<file path="src/rtl/lcd16x2_refresh_ctrl_if.sv">
// Character buffer write port for the 16x2 LCD refresh controller.
// One write per cycle while wr_en is high.
interface lcd16x2_refresh_ctrl_if;
  logic       wr_en;
  logic [4:0] wr_addr;
  logic [7:0] wr_data;

  modport master (
    output wr_en,
    output wr_addr,
    output wr_data
  );

  modport slave (
    input wr_en,
    input wr_addr,
    input wr_data
  );
endinterface

</file>
<file path="src/rtl/lcd16x2_refresh_ctrl.sv">
// HD44780 16x2 sequencer: power-up wait, init commands, then
// endless two-line refresh from a 32-byte character buffer.
module lcd16x2_refresh_ctrl #(
  parameter int POWERUP_CYC    = 750000,
  parameter int SETUP_CYC      = 2,
  parameter int EN_CYC         = 12,
  parameter int SHORT_WAIT_CYC = 2000,
  parameter int LONG_WAIT_CYC  = 205000
) (
  input  logic       clk_clk,
  input  logic       reset_reset,
  lcd16x2_refresh_ctrl_if.slave wr,
  input  logic       bl_on,
  output logic [7:0] lcd_data,
  output logic       lcd_en,
  output logic       lcd_rs,
  output logic       lcd_rw,
  output logic       lcd_on,
  output logic       lcd_blon,
  output logic       init_done,
  output logic       frame_done
);

  function automatic int max2(int a, int b);
    return (a > b) ? a : b;
  endfunction

  localparam int MAXP = max2(
    max2(max2(POWERUP_CYC, SETUP_CYC),
         max2(EN_CYC, SHORT_WAIT_CYC)),
    LONG_WAIT_CYC);
  localparam int CW = $clog2(MAXP + 1);

  localparam logic [CW-1:0] LD_PWR =
    CW'(POWERUP_CYC - 1);
  localparam logic [CW-1:0] LD_SETUP =
    CW'(SETUP_CYC - 1);
  localparam logic [CW-1:0] LD_EN =
    CW'(EN_CYC - 1);
  localparam logic [CW-1:0] LD_SHORT =
    CW'(SHORT_WAIT_CYC - 1);
  localparam logic [CW-1:0] LD_LONG =
    CW'(LONG_WAIT_CYC - 1);

  typedef enum logic [1:0] {
    S_PWR,
    S_SETUP,
    S_EN,
    S_WAIT
  } state_t;

  state_t          state_q;
  state_t          state_d;
  logic [CW-1:0]   cnt_q;
  logic [CW-1:0]   cnt_d;
  logic [5:0]      idx_q;
  logic [5:0]      idx_d;
  logic            done_d;
  logic            frame_d;
  logic            load;
  logic            long_wait;
  logic            item_rs;
  logic [7:0]      item_data;
  logic [4:0]      baddr;
  logic [7:0]      char_q [32];

  assign lcd_rw = 1'b0;

  // First function set and clear need the long settle time.
  assign long_wait = !init_done &&
                     (idx_q == 6'd0 || idx_q == 6'd5);

  always_comb begin
    state_d = state_q;
    cnt_d   = cnt_q;
    idx_d   = idx_q;
    done_d  = init_done;
    frame_d = 1'b0;
    load    = 1'b0;
    if (cnt_q != '0) begin
      cnt_d = cnt_q - 1'b1;
    end else begin
      unique case (state_q)
        S_PWR: begin
          state_d = S_SETUP;
          cnt_d   = LD_SETUP;
          idx_d   = 6'd0;
          load    = 1'b1;
        end
        S_SETUP: begin
          state_d = S_EN;
          cnt_d   = LD_EN;
        end
        S_EN: begin
          state_d = S_WAIT;
          cnt_d   = long_wait ? LD_LONG : LD_SHORT;
        end
        S_WAIT: begin
          state_d = S_SETUP;
          cnt_d   = LD_SETUP;
          load    = 1'b1;
          if (!init_done && idx_q == 6'd6) begin
            done_d = 1'b1;
            idx_d  = 6'd0;
          end else if (init_done && idx_q == 6'd33) begin
            frame_d = 1'b1;
            idx_d   = 6'd0;
          end else begin
            idx_d = idx_q + 6'd1;
          end
        end
      endcase
    end
  end

  // Item for the transfer about to enter SETUP; the buffer is
  // sampled here, so a write on the same edge is not seen.
  always_comb begin
    item_rs   = 1'b0;
    item_data = 8'h00;
    baddr     = 5'd0;
    if (!done_d) begin
      case (idx_d)
        6'd0, 6'd1,
        6'd2, 6'd3: item_data = 8'h38;
        6'd4:       item_data = 8'h0C;
        6'd5:       item_data = 8'h01;
        default:    item_data = 8'h06;
      endcase
    end else begin
      unique case (1'b1)
        (idx_d == 6'd0):  item_data = 8'h80;
        (idx_d == 6'd17): item_data = 8'hC0;
        default: begin
          item_rs = 1'b1;
          baddr = (idx_d < 6'd17) ?
                  5'(idx_d - 6'd1) :
                  5'(idx_d - 6'd2);
          item_data = char_q[baddr];
        end
      endcase
    end
  end

  always_ff @(posedge clk_clk or posedge reset_reset) begin
    if (reset_reset) begin
      state_q    <= S_PWR;
      cnt_q      <= LD_PWR;
      idx_q      <= 6'd0;
      init_done  <= 1'b0;
      frame_done <= 1'b0;
      lcd_en     <= 1'b0;
      lcd_rs     <= 1'b0;
      lcd_data   <= 8'h00;
      lcd_on     <= 1'b0;
      lcd_blon   <= 1'b0;
    end else begin
      state_q    <= state_d;
      cnt_q      <= cnt_d;
      idx_q      <= idx_d;
      init_done  <= done_d;
      frame_done <= frame_d;
      lcd_en     <= (state_d == S_EN);
      lcd_on     <= 1'b1;
      lcd_blon   <= bl_on;
      if (load) begin
        lcd_rs   <= item_rs;
        lcd_data <= item_data;
      end
    end
  end

  always_ff @(posedge clk_clk or posedge reset_reset) begin
    if (reset_reset) begin
      for (int i = 0; i < 32; i++) begin
        char_q[i] <= 8'h20;
      end
    end else if (wr.wr_en) begin
      char_q[wr.wr_addr] <= wr.wr_data;
    end
  end

endmodule

</file>
<file path="src/flat_wrapper.sv">
// flat-port wrapper written by rule: the top's interface ports become plain ports
module lcd16x2_refresh_ctrl_flat 
#(
  parameter int POWERUP_CYC    = 750000,
  parameter int SETUP_CYC      = 2,
  parameter int EN_CYC         = 12,
  parameter int SHORT_WAIT_CYC = 2000,
  parameter int LONG_WAIT_CYC  = 205000
)
  (clk_clk, reset_reset, bl_on, lcd_data, lcd_en, lcd_rs, lcd_rw, lcd_on, lcd_blon, init_done, frame_done, wr_wr_en, wr_wr_addr, wr_wr_data);
  lcd16x2_refresh_ctrl_if wr_i ();
  input  logic clk_clk;
  input  logic reset_reset;
  input  logic bl_on;
  output logic [7:0] lcd_data;
  output logic lcd_en;
  output logic lcd_rs;
  output logic lcd_rw;
  output logic lcd_on;
  output logic lcd_blon;
  output logic init_done;
  output logic frame_done;
  input wire logic [$bits(wr_i.wr_en)-1:0] wr_wr_en;
  input wire logic [$bits(wr_i.wr_addr)-1:0] wr_wr_addr;
  input wire logic [$bits(wr_i.wr_data)-1:0] wr_wr_data;
  assign wr_i.wr_en = wr_wr_en;
  assign wr_i.wr_addr = wr_wr_addr;
  assign wr_i.wr_data = wr_wr_data;
  lcd16x2_refresh_ctrl #(.POWERUP_CYC(POWERUP_CYC), .SETUP_CYC(SETUP_CYC), .EN_CYC(EN_CYC), .SHORT_WAIT_CYC(SHORT_WAIT_CYC), .LONG_WAIT_CYC(LONG_WAIT_CYC)) u_core (.clk_clk(clk_clk), .reset_reset(reset_reset), .wr(wr_i), .bl_on(bl_on), .lcd_data(lcd_data), .lcd_en(lcd_en), .lcd_rs(lcd_rs), .lcd_rw(lcd_rw), .lcd_on(lcd_on), .lcd_blon(lcd_blon), .init_done(init_done), .frame_done(frame_done));
endmodule
</file>
<file path="config.mk">
export PLATFORM = sky130hd
export DESIGN_NAME = lcd16x2_refresh_ctrl_flat
export DESIGN_NICKNAME = d
export VERILOG_FILES = /design/src/rtl/lcd16x2_refresh_ctrl_if.sv /design/src/rtl/lcd16x2_refresh_ctrl.sv /design/src/flat_wrapper.sv
export SDC_FILE = /design/constraint.sdc
export NUM_CORES = 1
export LEC_CHECK = 0
export ABC_CLOCK_PERIOD_IN_PS = 10950
export BUFFER_PORTS_ARGS = -buffer_cell sky130_fd_sc_hd__buf_2
export CELL_PAD_IN_SITES_DETAIL_PLACEMENT = 1
export CELL_PAD_IN_SITES_GLOBAL_PLACEMENT = 1
export CORE_MARGIN = 2
export CORE_UTILIZATION = 52
export DETAILED_ROUTE_END_ITERATION = 8
export GPL_TIMING_DRIVEN = 0
export PLACE_DENSITY_LB_ADDON = 0.1
export SKIP_LAST_GASP = 1
export SYNTH_ARGS = -nofsm -noshare
export SYNTH_HDL_FRONTEND = slang
export SYNTH_SLANG_ARGS = --single-unit
</file>
<file path="constraint.sdc">
create_clock -name clk_clk -period 10.95 [get_ports clk_clk]
set_clock_uncertainty 0.05 [all_clocks]
set_input_delay 1.6425 -clock clk_clk [delete_from_list [all_inputs] [get_ports clk_clk]]
set_output_delay 1.6425 -clock clk_clk [all_outputs]
set_load 0.05 [all_outputs]
</file>
== After elaboration in Yosys (flattened, before gate mapping) ==
Index checks and enable logic that the tools add are counted.
Cells by class
  add/subtract/negate cells: 4
  $lt $le $gt $ge: 4
  multiplexer cells: 30
  bitwise gates (word level): 2
  equal/unequal tests: 13
  reductions and logical operators: 13
Operators with widths (count)
  bitwise mux 256 bit: 1
  one-hot mux 20 bit (3 select lines): 1
  binary-select mux 8 bit (select 5 bit): 1
  demux 8 bit (select 5 bit): 1
  two-way mux 8 bit: 4
  equality test 6 x 3 -> 1 bit (second input constant): 4
  two-way mux 20 bit: 1
  nonzero test 20 bit: 1
  subtractor 20 x 1 -> 20 bit (second input constant): 1
  two-way mux 18 bit: 1
  two-way mux 6 bit: 3
  one-hot mux 6 bit (3 select lines): 1
  one-hot mux 8 bit (2 select lines): 1
  equality test 6 x 2 -> 1 bit (second input constant): 2
  greater-or-equal comparator 6 bit (second input constant): 2
  zero test 6 bit: 2
  NOT 5 -> 6 bit: 2
  one-hot mux 6 bit (2 select lines): 1
  two-way mux 1 bit: 11
  adder 6 x 1 -> 6 bit (second input constant): 1
  equality test 2 bit (second input constant): 3
  equality test 6 x 1 -> 1 bit (second input constant): 1
  equality test 6 x 5 -> 1 bit (second input constant): 1
  equality test 6 bit (second input constant): 1
  other kinds (14): 18
Storage, ports and cells
  output and inout bits: 15
  bits of input ports: 17
  register bits after elaboration: 298

== Longest topological paths before layout ==
Gate-level depths: netlist of the first run.
  depth in word-level cells: 14
  gate-level depth with buffers: 22

== Worst setup path after synthesis of the first run ==
No wires, ideal clock.
  kind: register to register
  from: reg u_core.cnt_q[10]
  to: reg u_core.lcd_data[6]
  library setup time: 0.118 ns
  path buffers: 6
  data arrival time: 4.666 ns
  slack: 6.116 ns
  cell stages (with the launch flop): 21
  cell sequence: dfrtp_1 -> or3_4 -> or4_4 -> buf_6 -> nor2_1 -> o21bai_1 -> inv_1 -> buf_4 -> buf_1 -> ha_1 -> o21ai_2 -> a21o_4 -> and2_1 -> buf_6 -> or2_1 -> buf_6 -> buf_6 -> a2111oi_0 -> a22oi_1 -> o311a_1 -> a21o_1
On the way
  cells in the longest elaborated chain, start to end: 10
  elaborated cells on any way between the ends: 16
  those cells by class: add/sub (2); order compare (1); eq/ne (1); mux (9); bitwise (1); reduce/logical (2)
RTL lines
  start, declared: RTL line lcd16x2_refresh_ctrl.sv:54  | logic [CW-1:0] cnt_q;
  start signal, assigned: RTL line lcd16x2_refresh_ctrl.sv:159  | cnt_q <= cnt_d;
  nonzero test 20 bit *: RTL line lcd16x2_refresh_ctrl.sv:80  | if (cnt_q != '0) begin
  two-way mux 6 bit: RTL line lcd16x2_refresh_ctrl.sv:80
  subtractor 5 x 2 -> 5 bit (tied with other cells): RTL line lcd16x2_refresh_ctrl.sv:138  | 5'(idx_d - 6'd2);
  two-way mux 5 bit: RTL line lcd16x2_refresh_ctrl.sv:136  | baddr = (idx_d < 6'd17) ?
  NOT 5 -> 6 bit (not written as such): RTL line lcd16x2_refresh_ctrl.sv:139  | item_data = char_q[baddr];
  binary-select mux 8 bit (select 5 bit): RTL line lcd16x2_refresh_ctrl.sv:139
  two-way mux 8 bit (not written as such) (2 in a row): RTL line lcd16x2_refresh_ctrl.sv:139
  one-hot mux 8 bit (2 select lines): RTL line lcd16x2_refresh_ctrl.sv:131  | unique case (1'b1)
  two-way mux 8 bit: RTL line lcd16x2_refresh_ctrl.sv:122  | if (!done_d) begin
  end signal, assigned: RTL line lcd16x2_refresh_ctrl.sv:168  | lcd_data <= item_data;
  end, declared: RTL line lcd16x2_refresh_ctrl.sv:14  | output logic [7:0] lcd_data,
Every way passes the cells marked *; elsewhere a longest branch is shown, timed or not. The select of a mux whose other input is x is not followed.
A chain may end at the register's enable or synchronous reset.

== Worst setup path after layout of the first run ==
  from: reg u_core.cnt_q[4]
  to: reg u_core.lcd_data[1]
Same word-level chain as after synthesis.

==> results of run 1 <==
sequential cells by signal, indices dropped and copies added (netlist names):
signal             flops
u_core.char_q        256
u_core.cnt_q          20
u_core.frame_done      1
u_core.idx_q           6
u_core.init_done       1
u_core.lcd_blon        1
u_core.lcd_data        8
u_core.lcd_en          1
u_core.lcd_on          1
u_core.lcd_rs          1
u_core.state_q         2
power by group through the flow:
stage	logic, mW	registers [mW]	clock network [mW]
CTS	0.315	1.41	1.13
global route	0.342	1.44	1.17
floorplan	0.246	1.39	0
detailed placement	0.312	1.43	0
global placement	0.292	1.41	0
finish	0.314	1.42	1.12
worst register-to-register path: cells and delay by family, from the launching register on:
kind | cells | cell delay, ps
flops | 1 | 400
fa+ha+maj | 1 | 390
compound gates | 6 | 1420
buf+inv | 6 | 2040
simple gates | 6 | 3110
worst max-delay path by stage:
stage	slack, ps	start	endpoint	depth (start not counted)
after global placement	-2270	reset_reset	u_core.idx_q[0]	2
final	3490	u_core.cnt_q[4]	u_core.lcd_data[1]	19
after floorplan	1100	reset_reset	u_core.char_q[0]	1
after CTS	3700	u_core.cnt_q[4]	u_core.lcd_data[1]	19
after detailed placement	3670	u_core.cnt_q[4]	u_core.lcd_data[1]	19
after global routing	3320	u_core.cnt_q[15]	u_core.lcd_data[1]	18
stage by stage:
step	setup WS (ps)	TNS, ps	power, mW	util
after global routing	3320	0	2.95	0.593
final	3490	0	2.85	0.593
after floorplan	1100	0	1.64	-
after global placement	-2270	-561300	1.71	0.551
after CTS	3700	0	2.85	0.593
after detailed placement	3670	0	1.74	0.554
synth_stat cells (all sizes together) (5+ instances only):
master,number
ha,17
o22ai,55
nand3b,14
clkbuf,44
nand4,5
or3,13
inv,19
xor2,5
a21oi,25
or4,7
or2,15
dfstp,45
nor4b,5
o221ai,24
buf,34
mux2i,12
nor3,23
xnor2,13
nand2,69
o21ai,22
nor2,105
mux2,256
dfrtp,253
nand3,16
a22oi,5
a21o,7
mux4,5
nor4,32
o221a,7
and2,5
o22a,6
nor3b,7
a211oi,13
kinds of logic (layout without fill, tap and decap cells):
family          after synthesis  after routing  share of synthesized area
compound gates              215            215                      0.110
other cells                   2              4                   0.000509
flops                       298            298                      0.509
mux                         273            273                      0.211
simple gates                330            330                      0.113
xor+xnor                     18             18                     0.0112
fa+ha+maj                    17             17                     0.0144
buf+inv                      97            187                     0.0309
layout make-up:
| cell class | instances | share of cell area |
|---|---|---|
| antenna | 2 | 0.000303 |
| buffer | 78 | 0.0230 |
| clock buffer | 49 | 0.0586 |
| clock inverter | 13 | 0.00735 |
| inverter | 19 | 0.00508 |
| multi-input combinational | 855 | 0.411 |
| sequential | 298 | 0.455 |
| tap | 378 | 0.0286 |
| timing repair buffer | 28 | 0.0112 |
metal layers:
layer | vias to the layer above | global-route usage | routed length (um)
met3 | 139 | 0.0797 | 3960
li1 | 4790 | - | -
met4 | 0 | 0.136 | 1940
met1 | 5980 | 0.462 | 20800
met2 | 512 | 0.549 | 23000
met5 | - | 0 | 0
==> summary by stage, run 1 <==
Run status
The run finished with clean final reports.

Place
The placer's final routability congestion estimate is 0.915. The detailed placer's ending HPWL is 34000 um. Summing all placed instances gives a cell area of 15400 um2.

In this run, placement finished with an instance count of ~1700. The total of buffers placed on input and output ports is 26.

Worst setup path
The kind of start point of the critical path is a flip-flop. The critical path endpoint category is a flip-flop. Among all stages on the critical path, the largest delay is contributed by sky130_fd_sc_hd__nor4_1. The worst register-to-register path begins at u_core.cnt_q[4]. The number of cells traversed by the worst register-to-register path is 19. The maximum fanout along the worst path is 12.

The critical path's largest stage delay is 920 ps. The worst setup path is of the reg -> reg kind. On the critical path the largest part of the delay comes from simple AND/OR/NAND/NOR gates. The arrival time at the worst endpoint is 7860 ps.

Walking the worst path, the cells encountered are or3_1, or4_4, buf_6, nor2_1, o21bai_1, inv_1, buf_4, buf_1, ha_1, o21ai_2, a21o_4, a22oi_2, buf_4, buf_2, nor2_1, nor4_1, a211oi_1, nor4_1, o22a_1. The buffer and inverter count on the worst path is 6. The required time reported for the critical path endpoint is 11360 ps.

In this run the critical register-to-register path is captured at u_core.lcd_data[1]. The setup slack of the most critical reg-to-reg path is 3490 ps.

Detailed routing
The first TritonRoute pass finished after 5 iterations. The routed layout has 11400 vias. The number of design-rule violations left by the first detailed-router iteration is ~980. Using the TritonRoute via totals, the vias-per-cell ratio works out to 6.64.

The aggregate routed wire length is between 40000 and 50000 um. In this run the remaining antenna-violating nets after routing total 0. After detailed routing, the average wire length per cell comes to 28.9 um.

For this run, design rule violations remaining after detail routing come to 0.

Global route
The via count of the first global-routing pass is 11900. The number of antenna violations at the first check in global routing is 0. In the global route stage, overall resource usage came out at 0.346. The total overflow left after global routing is 0. The first-pass GRT wire length is 75000 um. The pin count of the biggest net entering global routing is 128.

STA
At the pin with the least slew margin, the transition time is roughly 1300 ps. In this run the tightest slew margin relative to its limit is 0.156. Setup repair after global routing left no endpoint under its margin. Setup violations remaining at the end of the flow were counted as 0. After layout, the minimum clock period comes to 7460 ps. The final critical-path share of the clock period is 0.681. For this run, the top clock speed supported by timing is 0.134 GHz. The number of max-slew violations in the final report is 0. The worst hold slack after final layout is roughly 420 ps. The final number of hold-violating endpoints is 0.

Clock network
Clock tree synthesis inserted a total of 34 buffers. The number of hold buffers added after CTS was 0. The later pin in the worst-skew pair is clocked with a latency of 530 ps. Once the clock tree was built, the setup fixing pass inserted 0 buffers. The count of instances resized after the clock tree is built is 0. For this design, the sink count on the clock tree is 298. Clock tree synthesis selected as its root buffer the cell sky130_fd_sc_hd__clkbuf_16. The TritonCTS clock tree is done. The post-CTS clock slew at the launch and capture registers of the worst setup and hold paths is 60 ps. The H-tree depth is 2.

Counting along the longest clock path gives a buffer depth of 3.

Worst hold path
In this run the worst hold path is classified as reg -> reg. The worst min-delay path endpoint is u_core.cnt_q[0]. The startpoint identified for the worst hold timing path is u_core.cnt_q[0]. The worst hold path depth is 1.

Floorplanning
The floorplan step defined a die boundary enclosing 29700 um2. In this run the vertical extent of the chip is 172 um. The cell row count is just over 60. The region available for standard cell placement spans 27900 um2. The I/O pin count is 32. The initial utilization of the core area, before any placement, comes to 0.530. The die width is 172 um.

Synthesis
After synthesis, the share of flip-flops with an asynchronous set or reset is 1.00. The summed instance area of the synthesized netlist is 14800 um2. Of the post-synthesis cell area, the dominant cell type holds 0.429. The number of different library cells in the post-synthesis netlist is 82. The Yosys step of the flow raised 0 warnings.

After synthesis the netlist holds a flip-flop and latch count of 298. The number of nets handed over by synthesis was 1284. Among all flip-flop cells after synthesis, the most frequent one is sky130_fd_sc_hd__dfrtp_1.

The number of instances in the synthesized netlist is between 1000 and 1500. The share of the Yosys chip area taken by registers is 0.509. The average instance area after synthesis is roughly 12 um2. The number of enable flip-flop cells after synthesis is 0. Ranked by total cell area, the synthesized netlist is headed by sky130_fd_sc_hd__dfrtp_1, sky130_fd_sc_hd__mux2_2, sky130_fd_sc_hd__dfstp_2.

The largest total area in the synthesized netlist belongs to sky130_fd_sc_hd__dfrtp_1.

Pwr
VDD sags by at most 0.126 mV. The power density of the placed cells is 172 nW/um2. Of the total power, the clock network draws 0.392. Of the total power, combinational logic draws 0.110. The power dissipated by switching net loads is slightly above 0.7 mW. The sequential share of power is 0.497.

For this design the static power due to leakage is a little over 7 nW. Of the total power, the share spent switching nets is 0.254. The internal power of the cells totals roughly 2.1 mW.

Finish
After the last flow step, the layout net total stands at 1348. Leaving out fill and tap cells, the most frequent cells in the layout are sky130_fd_sc_hd__mux2_2, sky130_fd_sc_hd__dfrtp_1, sky130_fd_sc_hd__nor2_1. The total of fill cells in the finished design is 2860. In the final layout, the share of cells above drive strength 1 is 0.342.

Relative to the synthesized area, the layout overhead comes to 11.9%. In the final layout, the multi-input gates occupy between 6000 and 7000 um2. The flip-flop and latch area is around 7500 um2. Leaving out filler cells and counting taps, the final layout contains 1720. The final design area excluding fillers is approximately 17000 um2.

The most common library cell in the layout ignoring fill and taps is sky130_fd_sc_hd__mux2_2.

Run
The max-capacitance violation count is 0.
Power figures use the tool's default switching activity.
==> run 2, diff against run 1 <==
Settings changed: ABC_CLOCK_PERIOD_IN_PS 10950 to 6800, CORE_UTILIZATION 52 to 47.
Clock period 10.95 ns to 6.8 ns, I/O delays scaled along.
==> run 2 against run 1 <==
Global-route usage decreased by 3.5 points. Register-to-register slack lost 3200 ps. Largest power group unchanged. Sequential cell count is the same. Sequential share of layout area down 0.76 points. Highest routed layer unchanged.
==> summary by stage, run 2 (synthesized netlist as in run 1, its figures left out) <==
Pwr
The static power due to leakage is 7.26 nW (was 7.15 nW). The maximum VDD drop is 0.169 mV (was 0.126 mV). The power density of the placed cells is 281 nW/um2 (was 172 nW/um2).

STA
The worst slew slack as a fraction of its limit was 0.104 (was 0.156). The worst setup margin is 269 ps (was 3490 ps). The slew at the pin closest to its max-slew limit is 1330 ps (was 1260 ps). The final setup TNS was 0 ps (unchanged). Setup repair after global routing missed its margin: no (unchanged).

The final critical path time including I/O delays and setup is 6530 ps (was 7460 ps). The number of failing setup endpoints in the final timing report was 0 (unchanged). The final critical-path share of the clock period is 0.960 (was 0.681). The final number of hold-violating endpoints is 0 (unchanged).

The number of max-slew violations in the final report was 0 (unchanged). The maximum clock frequency was 0.153 GHz (was 0.134 GHz).

Place
The instance area after placement is 15600 um2 (was 15400 um2). The cell count after placement is 1680 (was 1656). The total of buffers placed on input and output ports came to 26 (unchanged).

The placer's final routability congestion estimate is 0.872 (was 0.915). The detailed placer's ending HPWL is 34900 um (was 34000 um). The post-placement worst setup slack is -495 ps (was 3670 ps).

Finish
The largest register by flop count is u_core.char_q (unchanged). Registers with the highest flip-flop counts: u_core.char_q: 256 flops, u_core.cnt_q: 20 flops, u_core.lcd_data: 8 flops (unchanged). The most common library cell in the layout ignoring fill and taps is sky130_fd_sc_hd__mux2_2 (unchanged). The antenna diode count was 0 (was 2).

The flip-flop count of the largest register, all copies and words added is 256 (unchanged). The total of fill cells in the finished design is 3217 (was 2860). The final design area excluding fillers is 16800 um2 (was 16500 um2). The flip-flop and latch area is 7510 um2 (unchanged). Most used cells in the layout excluding fill and tap cells: sky130_fd_sc_hd__mux2_2, sky130_fd_sc_hd__dfrtp_1, sky130_fd_sc_hd__nor2_1 (unchanged). The fraction of final layout cells with drive strength greater than 1 is 0.353 (was 0.342). The layout overhead on the synthesized area was 13.8% (was 11.9%).

The total area of multi-input combinational cells is 6830 um2 (was 6790 um2). The non-filler instance count after layout is 1745 (was 1720). The final core area utilization is 0.546 (was 0.593). The total number of nets in the final design is 1356 (was 1348).

Worst setup path
The critical path's largest stage delay is 900 ps (was 920 ps). The start-to-end type of the worst setup path is reg -> reg (unchanged). Sequence of cells on the critical path: or3_1, or4_4, buf_6, nor4_1, o21bai_1, inv_1, buf_4, clkdlybuf4s15_2, ha_1, o32ai_2, nor2_2, clkbuf_1, nor4_1, nor3_1, nor4_4, o22a_1 (was or3_1, or4_4, buf_6, nor2_1, o21bai_1, inv_1, buf_4, buf_1, ha_1, o21ai_2, a21o_4, a22oi_2, buf_4, buf_2, nor2_1, nor4_1, a211oi_1, nor4_1, o22a_1). The most frequent cell on the critical path is sky130_fd_sc_hd__nor4_1. The buffer and inverter count on the worst path came to 5 (was 6). The maximum fanout along the worst path came to 12 (unchanged). The arrival time at the worst endpoint is 6940 ps (was 7860 ps). The standard cell with the maximum stage delay on the critical path is sky130_fd_sc_hd__o32ai_2 (was sky130_fd_sc_hd__nor4_1). The cell family contributing the most delay on the critical path is simple AND/OR/NAND/NOR gates (unchanged).

The critical path endpoint category is a flip-flop (unchanged). The required time reported for the critical path endpoint came to 7200 ps (was 11360 ps). The kind of start point of the critical path is a flip-flop (unchanged).

Detailed routing
The number of remaining DRC errors came to 0 (unchanged). The vias per cell is 6.40 (was 6.64). The average routed wire per standard cell is 28.9 um (about the same). The aggregate routed wire length was 50400 um (was 49800 um).

The length of the first detailed-routing pass in iterations is 5 (unchanged). The via total after detailed routing came to 11200 (was 11400). The number of design-rule violations left by the first detailed-router iteration is 824 (was 983).

The final antenna-violating net count was 0 (unchanged).

Floorplanning
The cell row count is 64 (was 61). The I/O pin count is 32 (unchanged). The floorplan die height is 181 um (was 172 um). The effective utilization at floorplan came to 0.480 (was 0.530).

The die width is 181 um (was 172 um). The full die area came to 32800 um2 (was 29700 um2). The total core area is 30700 um2 (was 27900 um2).

Worst hold path
The classification of the worst-slack hold path is reg -> reg (unchanged).

Clock network
The maximum clock insertion buffer count is 3 (unchanged). The clock tree root driver cell is sky130_fd_sc_hd__clkbuf_16 (unchanged). The TritonCTS clock tree is done (unchanged). The H-tree depth came to 2 (unchanged).

The post-CTS clock slew at the launch and capture registers of the worst setup and hold paths is 50 ps (was 60 ps). The number of buffers inserted during clock tree synthesis is 36 (was 34). The TritonCTS sink count is 298 (unchanged).

The count of hold-fix buffers inserted at cts is 0 (unchanged). The clock latency on the worst-skew pair is 530 ps (about the same).

Global route
The number of antenna violations at the first check in global routing is 0 (unchanged). The pin count of the biggest net entering global routing is 43 (was 128). The via count of the first global-routing pass is 11700 (was 11900). The remaining global-route overflow was 0 (unchanged). The aggregate global-route resource usage was 0.310 (was 0.346).

The first-pass GRT wire length is 75900 um (was 75000 um).

Run
The max-capacitance violation count is 0 (unchanged).

Run status
Outcome: finished, final reports clean (unchanged).
[run 2: what timing repair did]
item                       4_1_cts  5_1_grt
setup endpoints to repair        4        4
setup buffers                    0        0
gates resized for setup          6        6
[run 2: worst paths after layout]
check | end | startpoint | depth (start not counted) | slack (ps)
min | u_core.cnt_q[0] | u_core.cnt_q[0] | 1 | 410
min in group asynchronous | u_core.char_q[9] | reset_reset | 2 | 630
max | u_core.lcd_data[1] | u_core.cnt_q[4] | 16 | 270
max in group asynchronous | u_core.char_q[246] | reset_reset | 6 | 4720
min reg2reg | u_core.cnt_q[0] | u_core.cnt_q[0] | 1 | 410
max reg2reg | u_core.lcd_data[1] | u_core.cnt_q[4] | 16 | 270
[run 2: area by class of cell]
class                   count  share of cell area
inverters                  19             0.00477
clock inverters             9             0.00499
plain buffers              78              0.0232
flip-flops and latches    298               0.447
clock buffers              56              0.0660
well taps                 396              0.0295
repair buffers             34              0.0177
multi-input cells         855               0.407
[run 2: layer usage]
| layer | up-vias | GRT usage | share of wire |
|---|---|---|---|
| li1 | 4804 | - | - |
| met1 | 5892 | 0.440 | 0.44 |
| met2 | 388 | 0.490 | 0.46 |
| met3 | 92 | 0.0464 | 0.063 |
| met4 | 0 | 0.103 | 0.035 |
| met5 | - | 0 | 0 |
[run 2: stage by stage]
| stage | power, mW | hold slack, ps |
|---|---|---|
| 2_1_floorplan | 2.64 | 378 |
| 3_3_place_gp | 2.75 | 386 |
| 3_5_place_dp | 2.81 | 394 |
| 4_1_cts | 4.74 | 407 |
| 5_1_grt | 4.89 | 432 |
| 6_report | 4.72 | 413 |
[run 2: power breakdown]
| part | internal, mW | switching (mW) | total, mW |
|---|---|---|---|
| Combinational | 0.292 | 0.220 | 0.512 |
| Clock | 1.16 | 0.767 | 1.93 |
| Sequential | 2.10 | 0.176 | 2.28 |
==> run 3, diff against run 2 <==
Settings changed: CELL_PAD_IN_SITES_DETAIL_PLACEMENT 1 to unset, CELL_PAD_IN_SITES_GLOBAL_PLACEMENT 1 to unset, CORE_UTILIZATION 47 to 57, PLACE_DENSITY set to 0.76, PLACE_DENSITY_LB_ADDON 0.1 to unset, SETUP_SLACK_MARGIN set to 0.4, TNS_END_PERCENT set to 50.
==> run 3 against run 2 <==
Critical path depth grew 2. Non-clock buffer count is the same. Combinational power grew 0.8%. Global-route usage grew 2.6 points. First-iteration DRC count grew 84%. Sequential cell count is the same. Wire length shrank 11%. Count of clock-buffer cells in the layout shrank 16. Core utilization grew 11 points. Clock power shrank 4%. Setup slack gained 250 ps.
==> summary by stage, run 3 (synthesized netlist as in run 1, its figures left out) <==
STA
The number of max-slew violations in the final report is 0 (unchanged). The slew at the pin closest to its max-slew limit is 1160 ps (was 1330 ps). The final critical path time including I/O delays and setup was 6280 ps (was 6530 ps).

The final critical-path share of the clock period came to 0.924 (was 0.960). The worst slew slack as a fraction of its limit is 0.218 (was 0.104). The worst setup margin is 519 ps (was 269 ps). Setup repair after global routing missed its margin: yes (was no). The maximum clock frequency is 0.159 GHz (was 0.153 GHz). The final number of hold-violating endpoints is 0 (unchanged).

The number of failing setup endpoints in the final timing report is 0 (unchanged).

Detailed routing
The length of the first detailed-routing pass in iterations is 6 (was 5). The aggregate routed wire length is 44900 um (was 50400 um). The average routed wire per standard cell is 26.8 um (was 28.9 um). The final antenna-violating net count came to 0 (unchanged). The vias per cell came to 6.84 (was 6.40).

The via total after detailed routing is 11400 (was 11200). The number of design-rule violations left by the first detailed-router iteration is 1518 (was 824). The number of remaining DRC errors is 0 (unchanged).

Finish
The total of fill cells in the finished design was 1883 (was 3217). The largest register by flop count is u_core.char_q (unchanged). The antenna diode count is 0 (unchanged).

The flip-flop and latch area is 7510 um2 (unchanged). The total number of nets in the final design is 1351 (was 1356). The fraction of final layout cells with drive strength greater than 1 is 0.355 (was 0.353). The flip-flop count of the largest register, all copies and words added came to 256 (unchanged). The total area of multi-input combinational cells came to 6840 um2 (was 6830 um2). The layout overhead on the synthesized area was 12.8% (was 13.8%). Most used cells in the layout excluding fill and tap cells: sky130_fd_sc_hd__mux2_2, sky130_fd_sc_hd__dfrtp_1, sky130_fd_sc_hd__nor2_1 (unchanged).

Registers with the highest flip-flop counts: u_core.char_q: 256 flops, u_core.cnt_q: 20 flops, u_core.lcd_data: 8 flops (unchanged). The final core area utilization is 0.657 (was 0.546). The most common library cell in the layout ignoring fill and taps is sky130_fd_sc_hd__mux2_2 (unchanged).

Place
The detailed placer's ending HPWL came to 31200 um (was 34900 um). The total of buffers placed on input and output ports came to 26 (unchanged). The placer's final routability congestion estimate is 0.963 (was 0.872). The post-placement worst setup slack is -8.11 ps (was -495 ps).

Clock network
The clock latency on the worst-skew pair is 580 ps (was 530 ps). The TritonCTS clock tree is done (unchanged). The post-CTS clock slew at the launch and capture registers of the worst setup and hold paths was 70 ps (was 50 ps). The H-tree depth is 1 (was 2). The TritonCTS sink count is 298 (unchanged). The number of buffers inserted during clock tree synthesis came to 31 (was 36).

The number of setup buffers added after CTS is 0 (unchanged). The maximum clock insertion buffer count was 3 (unchanged). The count of hold-fix buffers inserted at cts is 0 (unchanged). The clock tree root driver cell is sky130_fd_sc_hd__clkbuf_16 (unchanged).

Floorplanning
The I/O pin count is 32 (unchanged). The floorplan die height is 165 um (was 181 um). The cell row count came to 58 (was 64).

The total core area is 25300 um2 (was 30700 um2). The full die area was 27200 um2 (was 32800 um2). The die width was 165 um (was 181 um). The effective utilization at floorplan is 0.583 (was 0.480).

Worst setup path
The start-to-end type of the worst setup path is reg -> reg (unchanged). The launch point of the worst path is u_core.cnt_q[4] (unchanged). The reg-to-reg critical path startpoint is u_core.cnt_q[4] (unchanged). The maximum fanout along the worst path is 12 (unchanged). The arrival time at the worst endpoint is 6730 ps (was 6940 ps).

The required time reported for the critical path endpoint is 7250 ps (was 7200 ps). The kind of start point of the critical path is a flip-flop (unchanged). The critical path endpoint category is a flip-flop (unchanged).

Global route
The number of antenna violations at the first check in global routing is 1 (was 0). The first-pass GRT wire length came to 67900 um (was 75900 um). The aggregate global-route resource usage was 0.336 (was 0.310). The remaining global-route overflow is 0 (unchanged). The via count of the first global-routing pass came to 11200 (was 11700). The pin count of the biggest net entering global routing is 42 (was 43).

Pwr
The maximum VDD drop is 0.219 mV (was 0.169 mV). The share of total power consumed by net switching is 0.244 (was 0.247). The static power due to leakage is 7.22 nW (was 7.26 nW).

The portion of total power attributed to combinational logic is 0.111 (was 0.109). The internal power is 3.51 mW (was 3.55 mW). The sequential share of power is 0.490 (was 0.483). The power density of the placed cells was 279 nW/um2 (was 281 nW/um2). The power dissipated by switching net loads came to 1.13 mW (was 1.16 mW). The clock network fraction of design power is 0.399 (was 0.409).

Run status
Outcome: finished, final reports clean (unchanged).

Worst hold path
The classification of the worst-slack hold path is in -> async (was reg -> reg).

Run
The max-capacitance violation count came to 0 (unchanged).
-- run 3: cell types whose count changed in the layout (fill, tap and decap cells not counted), moves of 2 or more --
| cell | delta |
|---|---|
| sky130_fd_sc_hd__clkbuf_1 | -6 |
| sky130_fd_sc_hd__clkbuf_8 | -4 |
| sky130_fd_sc_hd__bufinv_16 | +5 |
| sky130_fd_sc_hd__clkbuf_16 | -7 |
| sky130_fd_sc_hd__clkinv_4 | +2 |
-- run 3: path summary, 6_finish.rpt --
| check | depth (start not counted) | slack [ps] | to |
|---|---|---|---|
| min in group clk_clk | 1 | 410 | u_core.cnt_q[0] |
| max in group asynchronous | 5 | 5180 | u_core.char_q[221] |
| hold / removal | 2 | 400 | u_core.idx_q[0] |
| setup / recovery | 18 | 520 | u_core.lcd_data[4] |
| setup reg to reg | 18 | 520 | u_core.lcd_data[4] |
| hold reg to reg | 1 | 410 | u_core.cnt_q[0] |
-- run 3: power groups by stage --
stage | clock [mW] | sequential [mW] | combinational, mW
after floorplan | 0 | 2.24 | 0.396
after CTS | 1.86 | 2.26 | 0.511
after global placement | 0 | 2.28 | 0.471
after global routing | 1.93 | 2.30 | 0.558
final | 1.85 | 2.28 | 0.516
after detailed placement | 0 | 2.29 | 0.508
-- run 3: worst max-delay path, stage by stage (launching register included) --
cell and delay [ps]:
sky130_fd_sc_hd__dfrtp_1 400, sky130_fd_sc_hd__or3_1 480, sky130_fd_sc_hd__or4_4 570, sky130_fd_sc_hd__buf_6 170
sky130_fd_sc_hd__nor4_1 240, sky130_fd_sc_hd__o21bai_1 260, sky130_fd_sc_hd__buf_2 370, sky130_fd_sc_hd__clkdlybuf4s15_2 540
sky130_fd_sc_hd__ha_1 360, sky130_fd_sc_hd__inv_1 160, sky130_fd_sc_hd__a211oi_4 90, sky130_fd_sc_hd__a22oi_2 370
sky130_fd_sc_hd__buf_4 280, sky130_fd_sc_hd__buf_2 360, sky130_fd_sc_hd__o221ai_1 180, sky130_fd_sc_hd__nor4_1 440
sky130_fd_sc_hd__nor3_1 130, sky130_fd_sc_hd__nor4_2 540, sky130_fd_sc_hd__o22a_1 200
-- run 3: through the flow --
stage,std cells,TNS (ps),power [mW],hold slack [ps],instance area [um2]
4_1_cts,1672,0,4.64,408,16600
3_5_place_dp,1614,-8.11,2.80,395,15500
6_report,1672,0,4.64,404,16600
3_3_place_gp,1606,0,2.75,389,15300
5_1_grt,1672,0,4.79,419,16600
2_1_floorplan,1250,0,2.64,378,14800
-- run 3: repair_timing --
item / CTS / global route
cloned: 0 / 0
pin swaps: 0 / 0
endpoints found under the setup margin: 6 / 6
gates resized for setup: 7 / 8
-- run 3: cell type report --
| cell class | count | share of cell area |
|---|---|---|
| sequential | 298 | 0.451 |
| multi-input combinational | 855 | 0.411 |
| clock buffer | 40 | 0.0516 |
| tap | 330 | 0.0248 |
| buffer | 78 | 0.0237 |
| timing repair buffer | 34 | 0.0174 |
| clock inverter | 18 | 0.0154 |
| inverter | 19 | 0.00481 |
-- run 3: layer usage --
| layer | GRT usage | vias up | wire (um) |
|---|---|---|---|
| li1 | - | 4772 | - |
| met1 | 0.462 | 5834 | 18000 |
| met2 | 0.503 | 691 | 20200 |
| met3 | 0.0879 | 133 | 4790 |
| met4 | 0.150 | 2 | 1910 |
| met5 | 0 | - | 14 |
